$ cat config.mk
export PLATFORM = sky130hd
export DESIGN_NAME = hazard_fwd_unit
export DESIGN_NICKNAME = d
export VERILOG_FILES = /design/src/rtl/hazard_fwd_unit.sv
export SDC_FILE = /design/constraint.sdc
export NUM_CORES = 1
export LEC_CHECK = 0
export CAP_MARGIN = 25
export CORE_MARGIN = 5
export CORE_UTILIZATION = 45
export DETAILED_ROUTE_END_ITERATION = 7
export GPL_ROUTABILITY_DRIVEN = 1
export PLACE_DENSITY_LB_ADDON = 0.15
export SYNTH_ARGS = -nofsm -noshare
export SYNTH_HDL_FRONTEND = slang
export SYNTH_SLANG_ARGS = --single-unit
$ cat constraint.sdc
create_clock -name clk -period 2.1 [get_ports clk]
set_input_delay 0.315 -clock clk [delete_from_list [all_inputs] [get_ports clk]]
set_output_delay 0.315 -clock clk [all_outputs]
set_load 0.1 [all_outputs]
$ cat src/rtl/hazard_fwd_unit.sv
// Forwarding select precompute and load-use hazard detection for the 5-stage RV32 pipeline.
// Shadows EX/MEM/WB destination info and registers EX operand selects one cycle ahead.
module hazard_fwd_unit #(
    parameter int REG_AW = 5,
    parameter int CNT_W  = 16
) (
    input  logic              clk,
    input  logic              rst,
    input  logic              id_valid,
    input  logic [REG_AW-1:0] id_rs1,
    input  logic [REG_AW-1:0] id_rs2,
    input  logic              id_rs1_used,
    input  logic              id_rs2_used,
    input  logic [REG_AW-1:0] id_rd,
    input  logic              id_reg_write,
    input  logic              id_mem_read,
    input  logic              flush,
    input  logic              hold,
    output logic [1:0]        M1Sel,
    output logic [1:0]        M2Sel,
    output logic              pc_stall,
    output logic              ifid_stall,
    output logic              idex_bubble,
    output logic [CNT_W-1:0]  lu_stall_cnt
);

    typedef struct packed {
        logic              valid;
        logic [REG_AW-1:0] rd;
        logic              wen;
        logic              load;
    } stage_t;

    localparam logic [1:0] SEL_MEM = 2'b10;
    localparam logic [1:0] SEL_WB  = 2'b01;
    localparam logic [1:0] SEL_RF  = 2'b00;

    stage_t           ex_q, ex_d, mem_q, mem_d, wb_q, wb_d;
    logic [1:0]       m1sel_q, m1sel_d, m2sel_q, m2sel_d;
    logic [CNT_W-1:0] cnt_q, cnt_d;
    logic             ex_live, mem_live, lu;

    // The producer now in EX will sit in MEM when the consumer reaches EX, hence 10.
    function automatic logic [1:0] fwd_sel(
        input logic              used,
        input logic [REG_AW-1:0] rs,
        input stage_t            ex,
        input logic              ex_ok,
        input stage_t            mem,
        input logic              mem_ok
    );
        logic [1:0] sel;
        sel = SEL_RF;
        if (used && ex_ok && !ex.load && rs == ex.rd)
            sel = SEL_MEM;
        else if (used && mem_ok && rs == mem.rd)
            sel = SEL_WB;
        return sel;
    endfunction

    always_comb begin
        ex_live  = ex_q.valid & ex_q.wen & (ex_q.rd != '0);
        mem_live = mem_q.valid & mem_q.wen & (mem_q.rd != '0);
        lu = id_valid & ex_live & ex_q.load &
             ((id_rs1_used & (id_rs1 == ex_q.rd)) | (id_rs2_used & (id_rs2 == ex_q.rd)));
    end

    assign pc_stall     = lu & ~flush & ~hold;
    assign ifid_stall   = lu & ~flush & ~hold;
    assign idex_bubble  = (lu | flush) & ~hold;
    assign M1Sel        = m1sel_q;
    assign M2Sel        = m2sel_q;
    assign lu_stall_cnt = cnt_q;

    always_comb begin
        ex_d    = ex_q;
        mem_d   = mem_q;
        wb_d    = wb_q;
        m1sel_d = m1sel_q;
        m2sel_d = m2sel_q;
        cnt_d   = cnt_q;
        if (!hold) begin
            wb_d  = mem_q;
            mem_d = ex_q;
            if (!lu && !flush) begin
                ex_d.valid = id_valid;
                ex_d.rd    = id_rd;
                ex_d.wen   = id_reg_write;
                ex_d.load  = id_mem_read;
                m1sel_d = id_valid ? fwd_sel(id_rs1_used, id_rs1, ex_q, ex_live, mem_q, mem_live) : SEL_RF;
                m2sel_d = id_valid ? fwd_sel(id_rs2_used, id_rs2, ex_q, ex_live, mem_q, mem_live) : SEL_RF;
            end else begin
                ex_d    = '0;
                m1sel_d = SEL_RF;
                m2sel_d = SEL_RF;
            end
            if (lu && !flush && cnt_q != '1)
                cnt_d = cnt_q + CNT_W'(1);
        end
    end

    always_ff @(posedge clk) begin
        if (rst) begin
            ex_q    <= '0;
            mem_q   <= '0;
            wb_q    <= '0;
            m1sel_q <= SEL_RF;
            m2sel_q <= SEL_RF;
            cnt_q   <= '0;
        end else begin
            ex_q    <= ex_d;
            mem_q   <= mem_d;
            wb_q    <= wb_d;
            m1sel_q <= m1sel_d;
            m2sel_q <= m2sel_d;
            cnt_q   <= cnt_d;
        end
    end

endmodule

==> results.toml <==
[layout]
syn_to_final_growth_pct = 47.8
num_antenna_cells = 0
drive_above_1_share_pct = 39.2
stdcell_count = 338
nets = 310

[worst_setup_path]
start_kind = "register"
endpoint_kind = "output pin"
worstPathMaxFanout = 8
arrival_ns = 1.95
path_class = "register to output pin"
required_ns = 1.78

[clock_tree]
cts.path.max_buffers = 2
clkTransAtPathRegs_ns = 0.07
cts_tree = "done"
clk_latency_ns = 0.28
clkSinkCount = 35
cts_buffers = 5
cts_htree_levels = 2
hold_buffers = 0
cts-root-buf = "clkbuf_8"

[placement]
placed_cells = 327
hpwl_mm = 3.75
dpl_worst_slack_ns = -0.411
gp_congestion = 0.850
portBuffers = 46

[synth]
synthCells = 214
synth_seq_area_share_pct = 35.6
synth.net_count = 239
ys_top_cells_by_count = "35 x dfxtp_1, 21 x nor2_1, 12 x nand2_1, 12 x xor2_1, 10 x or4_1"
synth_top_area_share_pct = 35.6
synth_edf_count = 0
synth.most_common_cell = "dfxtp_1"
yosys.area.top_type = "dfxtp_1"
yosys_warnings = 0
syn_avg_cell_area_um2 = 9.20
synth_area_um2 = 1970
synth-seq-cells = 35
ys_dominant_reg_cell = "dfxtp_1"
synth_cell_types = 46
synthTopCellsByArea = "dfxtp_1 36%, xor2_1 5.3%, nor2_1 4.0%"
ys_async_sr_fraction_pct = 0

[power]
ir_drop_mv = 0.265
power_density_nw_per_um2 = 485
p_leak_uw = 0.00122

[global_route]
grt_pass1_wl_mm = 8.29
grt.total_usage_pct = 16.8
grt_max_degree = 17
antenna_found_initial = 0
grt_pass1_vias = 1750
overflow = 0

[drt]
dr.pass1.iters = 4
num_vias = 1844
drc_errors = 0
ant_nets = 0
drt-initial-drc-count = 71
wire_per_inst_um = 14.6
wl_mm = 4.93
vias_per_cell = 5.46

[outcome]
violations = "setup timing"
status = "finished, violations left"

[sta]
worst-slew-pin-transition_ns = 0.436
setup_slack_ns = -0.164
rsz0062_at_grt = "true"
post-route-period-util_pct = 108
setup_viol = 3
relSlewSlack_pct = 70.5
max_freq_ghz = 0.442
period_needed_ns = 2.26
hold_ws_ns = 0.468
hold_viol = 0
skew_ns = 0.00456
drv_slew = 0

[floorplanning]
die_w_um = 76.2
core.rowCount = 24
floorplan.initialDensity_pct = 45.9
fp.dieH_um = 76.2
io_pins = 47
core_area_um2 = 4290
dieArea_um2 = 5800

[worst_hold_path]
hp-class = "register to register"

[job]
drv_cap = 0
[state kept, by name, summed over array words and instances (netlist names)]
register      flops
M1Sel             2
M2Sel             2
ex_q              8
mem_q             7
lu_stall_cnt     16
[cell families after synthesis]
group | count (synthesis) | synth area share, %
xor+xnor | 20 | 8.89
flops | 35 | 35.6
compound gates | 39 | 15.7
fa+ha+maj | 1 | 0.635
buf+inv | 18 | 5.21
mux | 15 | 8.13
simple gates | 86 | 25.9
[area by class of cell]
cell class | instances | area, µm²
clock buffers | 8 | 100
fillers | 353 | 1380
inverters | 6 | 22.5
multi-input cells | 161 | 1330
flip-flops and latches | 35 | 732
well taps | 52 | 65.1
repair buffers | 76 | 667
[metrics by stage]
step / setup TNS (ns) / cell area (µm²) / util [%] / power (µW)
3_5_place_dp: -6.76 / 2660 / 61.9 / 891
3_3_place_gp: -6.19 / 2660 / 61.9 / 888
4_1_cts: -0.542 / 2810 / 65.4 / 1410
2_1_floorplan: -0.931 / 2040 / - / 791
5_1_grt: -0.775 / 2910 / 67.8 / 1480
6_report: -0.482 / 2910 / 67.8 / 1410
[worst paths after layout]
path / start / end / slack (ns) / depth (start not counted)
setup / recovery: ex_q[6] / idex_bubble / -0.16 / 7
hold / removal: M1Sel[0] / M1Sel[0] / 0.47 / 2
hold reg to reg: M1Sel[0] / M1Sel[0] / 0.47 / 2
setup reg to reg: ex_q[3] / lu_stall_cnt[15] / 0.02 / 7
[worst max-delay path, cell delays in order (launching register included)]
cell,delay [ns]
dfxtp_4,0.37
buf_4,0.13
or4_4,0.44
o21ai_4,0.16
buf_6,0.17
or2_4,0.17
a21oi_4,0.06
buf_12,0.16
[timing repair]
action | 4_1_cts | 5_1_grt
pin swaps | 6 | 12
setup buffers | 3 | 0
setup endpoints to repair | 12 | 16
gates resized for setup | 16 | 21
[power breakdown]
| part | internal [µW] | leakage, µW | switching, µW |
|---|---|---|---|
| registers | 671 | 0.000294 | 12.1 |
| clock network | 299 | 0.0000515 | 236 |
| logic | 103 | 0.000876 | 91.1 |
| total | 1070 | 0.00122 | 339 |
[layout by cell type, fill, tap and decap left out, types with 2 or more instances in the layout]
cell,n
nor2b_1,9
xor2_1,9
dfxtp_1,14
buf_4,48
xnor2_1,8
dlygate4sd2_1,8
mux2_2,2
or4_1,8
mux2_4,5
inv_1,6
a21oi_1,5
mux2i_1,7
nor2_1,20
and2_1,2
a22o_1,7
a21oi_2,3
o211ai_1,2
nor4_4,7
nand2_1,12
and3_1,3
o21ai_0,4
nand4_1,6
buf_12,3
o311a_1,2
nor4_1,2
dfxtp_4,2
xor2_2,3
nand3_1,5
or4_4,3
and4_1,2
clkdlybuf4s50_1,15
clkbuf_8,7
dfxtp_2,19
o31ai_1,7
[routing by layer]
metal | vias up | global-route usage (%) | part of all wire, % | routed length (µm)
li1 | 929 | - | - | -
met1 | 869 | 23.1 | 47 | 2330
met2 | 42 | 25.4 | 47 | 2310
met3 | 4 | 5.44 | 5.4 | 265
met4 | 0 | 4.02 | 0.57 | 28
met5 | - | 0 | 0 | 0
Note: power is estimated with default switching activity, not from simulation.
==> edit 1 (same settings) <==
Reset style: asynchronous (`rst`), changed in one clocked block.
--- a/src/rtl/hazard_fwd_unit.sv
+++ b/src/rtl/hazard_fwd_unit.sv
@@ -101,3 +101,3 @@
 
-    always_ff @(posedge clk) begin
+    always_ff @(posedge clk or posedge rst) begin
         if (rst) begin
Formal check against the unedited RTL: differs if rst is asserted again (counterexample within 4 cycles, from zero or initial values and one cycle with rst high); with rst held inactive, the same outputs for 10 cycles.
==> edit 1 against the original RTL <==
The run still ends with negative setup slack left; cell count shrank 9.5%; die area down 3.4%; cell area down 6.3%; power is 1.4% higher; routed wire length up 0.59%; global-route usage increased by 2.1 points; sequential power increased by 8.2%; largest cell class unchanged; first-iteration DRC count increased by 70%; register-to-register slack gained 0.06 ns; non-clock buffer count down 3; sequential cell count stayed put; count of clock-buffer cells in the layout decreased by 1; setup slack improved by 0.0027 ns; area after synthesis shrank 3.9%; critical path type unchanged.
==> edit 1: results (changes against the original RTL) <==
count of cell types in the netlist=36 (-22%); slowest stage cell on the critical path=dfrtp_1; Clock power frac=0.323 (-0.056); pin count of the biggest net entering global routing=23 (+6); post-route non-filler standard cell count=306 (-9.5%); top_reg_cell synth=dfrtp_1; DPL Wire Length=3.84 mm (+2.2%); sw power=0.375 mW (+11%); dpl cells=294 (-10%); overall routed net length=4.96 mm (+0.59%); clock skew after layout=0.00772 ns (+0.00316 ns); met3 routed WL=291 um (+9.8%); DRT iter0 DRCs=121 (+70%); violated checks=negative setup slack; post-layout worst setup margin=-0.161 ns (+0.00268 ns); outcome=finished, violations left; routed metal-1 wirelength=2.42 mm (+3.8%); share of layout cells above drive strength 1=0.383 (-0.00880); post-synthesis instance total=182 (-15%); met2 routed wirelength=2.20 mm (-4.6%); routed vias/inst=5.43 (-0.44%); Async SR Flop Fraction=1.00 (+1.00); setup total negative slack=-0.467 ns (+0.0152 ns); relative slew slack=0.737 (+0.0320); total routing resource utilization after global routing=0.189 (+0.0206); wire length of the first global-routing pass=8.00 mm (-3.6%); final setup violating endpoints=3 (unchanged); sequential logic power=0.739 mW (+8.2%); Critical Path Fanout Max=5 (-3); number of global-route vias before repair=1650 (-5.7%); layout net count=280 (-9.7%); leakage power total=1.19 nW (-2.7%)
==> edit 1: cell families after synthesis <==
kind of cell / share of synthesized area
AO/OA/AOI/OAI: 0.0740
adder cells (fa/ha/maj): 0.00661
AND/OR/NAND/NOR: 0.221
flip-flops: 0.463
multiplexers: 0.0476
XOR/XNOR: 0.157
buffers and inverters: 0.0311
==> edit 1: area by class of cell <==
cell class	instances	area [um2]	area share
multi-input combinational	136	1020	0.375
inverter	4	15.0	0.00550
clock inverter	1	5.00	0.00183
timing repair buffer	73	638	0.234
clock buffer	7	76.3	0.0280
sequential	35	910	0.333
tap	50	62.6	0.0229
==> edit 1: final timing paths <==
check,from,to,slack [ns],cells after the start
max,ex_q[2],pc_stall,-0.16,6
min in group clk,lu_stall_cnt[8],lu_stall_cnt[8],0.49,1
max in group asynchronous,rst,ex_q[6],1.28,3
min,rst,M1Sel[0],0.29,2
max reg2reg,ex_q[2],lu_stall_cnt[1],0.08,6
min reg2reg,lu_stall_cnt[8],lu_stall_cnt[8],0.49,1
==> edit 1: per-layer routing <==
metal,GRT usage,vias up
met4,0.0494,0
li1,-,802
met1,0.284,803
met2,0.279,53
met3,0.0347,4
met5,0,-
==> edit 1: per-stage QoR <==
step | hold slack, ns | utilization | area (um2)
final | 0.287 | 0.677 | 2730
after global routing | 0.325 | 0.677 | 2730
after CTS | 0.301 | 0.675 | 2720
after floorplan | 0.443 | - | 1990
after detailed placement | 0.477 | 0.646 | 2600
after global placement | 0.468 | 0.646 | 2600
==> edit 1: timing repair <==
item                       4_1_cts  5_1_grt
pin swaps                        6        1
buffers inserted                 3        1
setup endpoints to repair        5        4
resized for setup                9        1
==> edit 2 (config.mk and constraints unchanged) <==
Without the edit above. Change the parameter `REG_AW` from 5 to 3.
--- a/src/rtl/hazard_fwd_unit.sv
+++ b/src/rtl/hazard_fwd_unit.sv
@@ -3,3 +3,3 @@
 module hazard_fwd_unit #(
-    parameter int REG_AW = 5,
+    parameter int REG_AW = 3,
     parameter int CNT_W  = 16
Interface: changed (resized id_rd, id_rs1 and id_rs2); port bits go from 47 to 41. No check against the original RTL was run, so the function may have changed too.
==> edit 2 against the original RTL <==
Cell count is 8.0% lower; cell area is 14% lower; power is 9.1% lower; setup slack better by 0.23 ns; synthesized cell count is 10% lower; area after synthesis is 16% lower; routed wire length is 7.7% lower; sequential cell count is 4 lower; register-to-register slack better by 0.05 ns; critical path type is now flop to flop; critical endpoint is now lu_stall_cnt[7]; largest power group unchanged.
==> edit 2: results (changes against the original RTL) <==
final-layout clock-cell area share=0.0413 (+0.00691); Non-clk bufs=74 (-2.6%); Non-clock buffers, area share=0.255 (+0.0257); part of the power in registers=0.467 (-0.017); number of register bits inferred by synthesis=31 (-11%); met1 track utilization from global routing=0.239 (+0.00827); Power Dens Cells=511 mW/mm2 (+5.2%); Non-clock inverters=4 (-2); Synth Net Count=211 (-12%); cells resized by post-CTS repair=8 (-8); clock skew after layout=0.00672 ns (+0.00216 ns); sequential-to-total area share from yosys stat=0.377 (+0.0208); worst endpoint data arrival time=2.26 ns (+0.31 ns); outcome=complete, no violations; pin count of the biggest net entering global routing=20 (+3); wire length of the first global-routing pass=7.65 mm (-7.8%); layout net count=281 (-9.4%); total number of multi-input combinational cells=146 (-9.3%); cell area reported after detailed placement=0.00229 mm2 (-14%); DPL Wire Length=3.30 mm (-12%); Fill cells=283 (-20%); post-CTS repair timing setup buffer count=6 (+3); Cell Int Power=0.968 mW (-9.8%); relative slew slack=0.762 (+0.0571); GR Layer Usage met3=0.0489 (-0.00545); CP max stage delay=0.52 ns (+0.08 ns); DRT iter0 DRCs=107 (+51%); met3 routed WL=254 um (-4.2%); worst vdd rail ir drop=0.000282 V (+6.6%); synthesized area per cell=8.58 um2 (-6.7%); count of cell types in the netlist=42 (-8.7%); setup slack after placement=-0.275 ns (+0.135 ns)
==> edit 2: changes by cell type in the layout (fill, tap and decap cells not counted), sizes merged, moves of 5 or more <==
cell   before  now
xor2       12    4
nor2       21   16
o22ai       0    5
mux2        8    1
nor2b       9    3
nor4       10    1
a22o        8    0
==> edit 2: final timing paths <==
| check | startpoint | end | slack [ns] |
|---|---|---|---|
| worst min register to register | M2Sel[0] | M2Sel[0] | 0.46 |
| worst max register to register | ex_q[3] | lu_stall_cnt[7] | 0.07 |
| worst min-delay path | M2Sel[0] | M2Sel[0] | 0.46 |
| worst max-delay path | ex_q[3] | lu_stall_cnt[7] | 0.07 |
==> edit 2: cell families (layout without fill, tap and decap cells) <==
logic type	count (synthesis)	after routing	share of synthesized area
adder cells (fa/ha/maj)	1	1	0.00759
XOR/XNOR	12	12	0.0638
AO/OA/AOI/OAI	47	47	0.194
AND/OR/NAND/NOR	80	80	0.278
buffers and inverters	15	86	0.0425
flip-flops	31	31	0.377
multiplexers	6	6	0.0372
